==> src/rtl/scalar_mul_transfer_sequencer.sv <==
// Descriptor FIFO + sequencer feeding the scalar-mul RAM transfer engine: pops one
// descriptor, presents the command one cycle before a single-cycle strobe, waits for the
// completion interrupt, then idles GAP cycles. Macro SEQ_TIMEOUT_EN adds a WAIT timeout.
module scalar_mul_transfer_sequencer #(
    parameter int DEPTH   = 4,
    parameter int ADDR_W  = 6,
    parameter int TIMEOUT = 31,
    parameter int GAP     = 2
) (
    input  logic                     clk,
    input  logic                     rst_n,
    input  logic                     desc_valid,
    output logic                     desc_ready,
    input  logic                     desc_dir,
    input  logic [ADDR_W-1:0]        desc_rd_addr,
    input  logic [ADDR_W-1:0]        desc_wr_addr,
    input  logic [1:0]               desc_chunks,
    input  logic                     desc_last,
    output logic                     read_write_command,
    output logic [ADDR_W-1:0]        read_address,
    output logic [ADDR_W-1:0]        write_address,
    output logic [1:0]               no_of_chunks,
    output logic                     command_transfer,
    input  logic                     interupt_transfer,
    output logic                     busy,
    output logic                     seq_done,
    output logic                     error,
    output logic [$clog2(DEPTH):0]   queue_count
);

    localparam int AW = $clog2(DEPTH);
    localparam int EW = 2 * ADDR_W + 4;
    localparam int GW = $clog2(GAP + 1) + 1;
    localparam logic [GW-1:0] GAP_LAST = GW'(GAP - 1);

    typedef enum logic [2:0] {S_IDLE, S_LOAD, S_ISSUE, S_WAIT, S_GAP, S_ERR} state_t;

    state_t          state, state_nxt;
    logic [EW-1:0]   mem [DEPTH];
    logic [AW:0]     wr_ptr, rd_ptr;
    logic [GW-1:0]   gap_cnt;
    logic            last_q;
    logic            empty, full, push, pop, flush;

    assign queue_count      = wr_ptr - rd_ptr;
    assign empty            = (wr_ptr == rd_ptr);
    assign full             = (wr_ptr[AW] != rd_ptr[AW]) && (wr_ptr[AW-1:0] == rd_ptr[AW-1:0]);
    assign desc_ready       = !full;
    assign push             = desc_valid && !full && !flush;
    assign command_transfer = (state == S_ISSUE);
    assign busy             = (state != S_IDLE);

`ifdef SEQ_TIMEOUT_EN
    localparam int TW = $clog2(TIMEOUT + 1) + 1;
    localparam logic [TW-1:0] TO_LAST = TW'(TIMEOUT);
    logic [TW-1:0] wait_cnt;
    logic          error_q;

    always_ff @(posedge clk or negedge rst_n) begin
        if (!rst_n) begin
            wait_cnt <= '0;
            error_q  <= 1'b0;
        end else begin
            wait_cnt <= (state == S_WAIT) ? wait_cnt + 1'b1 : '0;
            if (flush)
                error_q <= 1'b1;
        end
    end
    assign error = error_q;
`else
    assign error = 1'b0;
`endif

    always_ff @(posedge clk or negedge rst_n) begin
        if (!rst_n)
            state <= S_IDLE;
        else
            state <= state_nxt;
    end

    always_comb begin
        state_nxt = state;
        pop       = 1'b0;
        flush     = 1'b0;
        case (state)
            S_IDLE: begin
                if (!empty) begin
                    pop       = 1'b1;
                    state_nxt = S_LOAD;
                end
            end
            // Zero-chunk descriptors skip the strobe but still pass through GAP.
            S_LOAD:  state_nxt = (no_of_chunks == 2'b00) ? S_GAP : S_ISSUE;
            S_ISSUE: state_nxt = S_WAIT;
            S_WAIT: begin
                if (interupt_transfer)
                    state_nxt = S_GAP;
`ifdef SEQ_TIMEOUT_EN
                else if (wait_cnt == TO_LAST) begin
                    flush     = 1'b1;
                    state_nxt = S_ERR;
                end
`endif
            end
            S_GAP: begin
                if (gap_cnt == GAP_LAST) begin
                    if (!empty) begin
                        pop       = 1'b1;
                        state_nxt = S_LOAD;
                    end else begin
                        state_nxt = S_IDLE;
                    end
                end
            end
            S_ERR:   state_nxt = S_ERR;
            default: state_nxt = S_IDLE;
        endcase
    end

    always_ff @(posedge clk) begin
        if (push)
            mem[wr_ptr[AW-1:0]] <= {desc_last, desc_dir, desc_rd_addr, desc_wr_addr, desc_chunks};
    end

    always_ff @(posedge clk or negedge rst_n) begin
        if (!rst_n) begin
            wr_ptr             <= '0;
            rd_ptr             <= '0;
            gap_cnt            <= '0;
            last_q             <= 1'b0;
            read_write_command <= 1'b0;
            read_address       <= '0;
            write_address      <= '0;
            no_of_chunks       <= 2'b00;
            seq_done           <= 1'b0;
        end else begin
            if (flush) begin
                wr_ptr <= '0;
                rd_ptr <= '0;
            end else begin
                if (push)
                    wr_ptr <= wr_ptr + 1'b1;
                if (pop) begin
                    rd_ptr <= rd_ptr + 1'b1;
                    {last_q, read_write_command, read_address, write_address, no_of_chunks}
                        <= mem[rd_ptr[AW-1:0]];
                end
            end
            gap_cnt  <= (state == S_GAP) ? gap_cnt + 1'b1 : '0;
            seq_done <= last_q && (((state == S_WAIT) && interupt_transfer) ||
                                   ((state == S_LOAD) && (no_of_chunks == 2'b00)));
        end
    end

endmodule

==> config.mk <==
export PLATFORM = sky130hd
export DESIGN_NAME = scalar_mul_transfer_sequencer
export DESIGN_NICKNAME = d
export VERILOG_FILES = /design/src/rtl/scalar_mul_transfer_sequencer.sv
export SDC_FILE = /design/constraint.sdc
export NUM_CORES = 1
export LEC_CHECK = 0
export BUFFER_PORTS_ARGS = -buffer_cell sky130_fd_sc_hd__buf_4
export CORE_MARGIN = 2
export CORE_UTILIZATION = 50
export CTS_BUF_LIST = sky130_fd_sc_hd__clkbuf_8
export CTS_CLUSTER_SIZE = 12
export DETAILED_ROUTE_END_ITERATION = 12
export GPL_ROUTABILITY_DRIVEN = 0
export PLACE_DENSITY = 0.72
export SYNTH_ARGS = -nofsm -noshare
export SYNTH_HDL_FRONTEND = slang
export SYNTH_SLANG_ARGS = --single-unit
==> constraint.sdc <==
create_clock -name clk -period 3.6 [get_ports clk]
set_input_delay 0.18 -clock clk [delete_from_list [all_inputs] [get_ports clk]]
set_output_delay 0.18 -clock clk [all_outputs]
set_load 0.005 [all_outputs]
==> results.tsv <==
metric	value	unit
drc_errors	0	
drv_cap	0	
fin_worst_skew	0.01268	ns
cts_resized	0	
synthTopCellsByArea	edfxtp_1, dfrtp_1, mux4_2, mux2_4, ha_1	
ant_nets	0	
fin_util	60.98	%
fin_crit_sh	66.77	%
power.density	875.7	nW/µm²
pin_count	43	
synth_edf_count	64	
clkPwrFrac	19.6	%
routedWlPerCell	16.75	µm
root_buffer	clkbuf_8	
hp-class	in -> reg	
ys_seq_area_share	70.37	%
portBuffers	41	
drtPass1Iterations	4	
drv_slew	0	
setup_slack	1.196	ns
finalHoldViolCount	0	
dieHeight	90.75	µm
die_width	90.75	µm
yosysMostFrequentCell	edfxtp_1	
synth_seq_cells	93	
final_nets	279	
cp.arrival	2.42	ns
numCtsBuffers	9	
period_minus_slack	2.404	ns
row_count	31	
synth_largest_area_cell	edfxtp_1	
critical_path_class	reg -> reg	
fin_hold_ws	0.03224	ns
r2r_slack	1.20	ns
cts_max_path_buffers	2	
rsz0062_at_grt	no	
synthFlopType	edfxtp_1	
clk_latency	0.34	ns
netlist_instances	199	
yosys.area.top_type_share	51.08	%
coreArea	7253	µm²
synth-async-reset-ratio	31.18	%
area_growth	17.56	%
first_global_vias	1848	
max_freq	0.4160	GHz
grtUsageTotal	15.57	%
avgSynthCellArea	18.91	µm²
n_antenna_cell	0	
setup_violations	0	
drt_iter0_markers	119	
pwr-share-seq	42.8	%
ys_warn_count	0	
grt_max_degree	30	
path_max_fanout	19	
yosysUniqueCellTypes	34	
status	finished, final reports clean	
htree_num_levels	3	
cp-start-kind	register	
drive_gt1_share	39.37	%
pwr-share-comb	37.6	%
n_fill_cell	565	
synth_area	3762	µm²
p_int	2.699	mW
viasPerCell	5.127	
post-place-ws	1.217	ns
switching_share	30.30	%
grt-ovfl-total	0	
fin_tns_setup	0	ns
grt_pass1_wl	9715	µm
p_leak	1.701	nW
grt_antenna_before_repair	0	
hpwl	3694	µm
die-area	8235	µm²
switchingPower	1.174	mW
numClockSinks	93	
end_kind	register	
wirelength	5913	µm
synth_top_cells_by_count	edfxtp_1, dfrtp_1, mux4_2	
syn-num-nets	229	
clk_pin_slew	0.10	ns
start_util	51.87	%
cts_tree	yes	
num_vias	1810	
ir_drop	317.9	µV
power	3.873	mW
cp.required	3.62	ns
==> critical path, cell delays in order, from the launching register on <==
cell	delay, ns
dfrtp_1	0.34
buf_4	0.28
inv_1	0.09
ha_1	0.27
and2_2	0.22
a21boi_1	0.41
and2_1	0.19
buf_4	0.28
==> final timing paths <==
check / startpoint / to / cells past startpoint
worst max register to register: rd_ptr[1]$_DFFE_PN0P_ / mem[3][2]$_DFFE_PP_ / 7
worst min-delay path: desc_wr_addr[0] / mem[0][2]$_DFFE_PP_ / 1
max in group asynchronous: rst_n / write_address[0]$_DFFE_PN0P_ / 2
worst min register to register: gap_cnt[0]$_DFF_PN0_ / gap_cnt[0]$_DFF_PN0_ / 1
worst max-delay path: rd_ptr[1]$_DFFE_PN0P_ / mem[3][2]$_DFFE_PP_ / 7
min in group asynchronous: rst_n / write_address[4]$_DFFE_PN0P_ / 2
==> cell families after synthesis <==
group / Yosys count / synth area share, %
XOR/XNOR: 8 / 2.062
buffers and inverters: 16 / 2.427
other: 1 / 0.09967
adder cells (fa/ha/maj): 10 / 3.525
AND/OR/NAND/NOR: 25 / 3.426
multiplexers: 32 / 15.36
AO/OA/AOI/OAI: 14 / 2.728
flip-flops: 93 / 70.37
==> area by class of cell <==
class                           count  area, µm²  area share, %
Clock buffer                        9      123.9          2.801
Sequential cell                    93       2648          59.86
Inverter                            6      22.52         0.5092
Tap cell                           99      123.9          2.801
Multi-Input combinational cell     90       1023          23.14
Clock inverter                      7      98.84          2.235
Timing Repair Buffer               49      382.9          8.656
==> what timing repair did <==
action	CTS	global route
hold buffers	1	0
buffers inserted	0	0
hold endpoints to repair	29	0
endpoints found under the setup margin	0	0
==> metrics by stage <==
step	instance area, µm²	cells
after floorplan	3762	199
after global placement	4190	336
after detailed placement	4190	336
after CTS	4423	353
after global routing	4423	353
final	4423	353
==> cell usage in the layout (no fill, tap or decap), drive strengths merged, types with 2 or more instances in the layout <==
cell / Yosys / final
a21oi: 6 / 6
and2: 5 / 5
buf: 6 / 48
bufinv: 0 / 2
clkbuf: 4 / 9
clkinv: 0 / 3
dfrtp: 29 / 29
edfxtp: 64 / 64
ha: 9 / 9
inv: 6 / 7
mux2: 16 / 16
mux4: 16 / 16
nand2: 6 / 6
nand2b: 2 / 2
nor2: 7 / 7
o21ai: 2 / 2
xnor2: 5 / 5
xor2: 3 / 3
==> sequential cells by signal, summed over array words and instances, names as in the netlist <==
name,count
no_of_chunks,2
wr_ptr,3
last_q,1
rd_ptr,3
state,3
gap_cnt,3
mem,64
write_address,6
read_write_command,1
read_address,6
seq_done,1
==> power groups by stage <==
stage               Sequential (mW)  Clock, mW  Combinational [mW]
CTS                            1.66      0.773                1.48
global placement               1.68          0                1.45
global route                   1.70      0.822                1.60
finish                         1.66      0.758                1.46
detailed placement             1.68          0                1.47
floorplan                      1.62          0                1.03
==> layer usage <==
metal	wire [µm]	vias up	share of wire [%]	track usage (%)
met1	2752	921	47	22.16
met3	195	8	3.3	2.922
met5	0	-	0	0
met2	2894	34	49	23.82
li1	-	847	-	-
met4	70	0	1.2	6.538
Power figures use the tool's default switching activity.
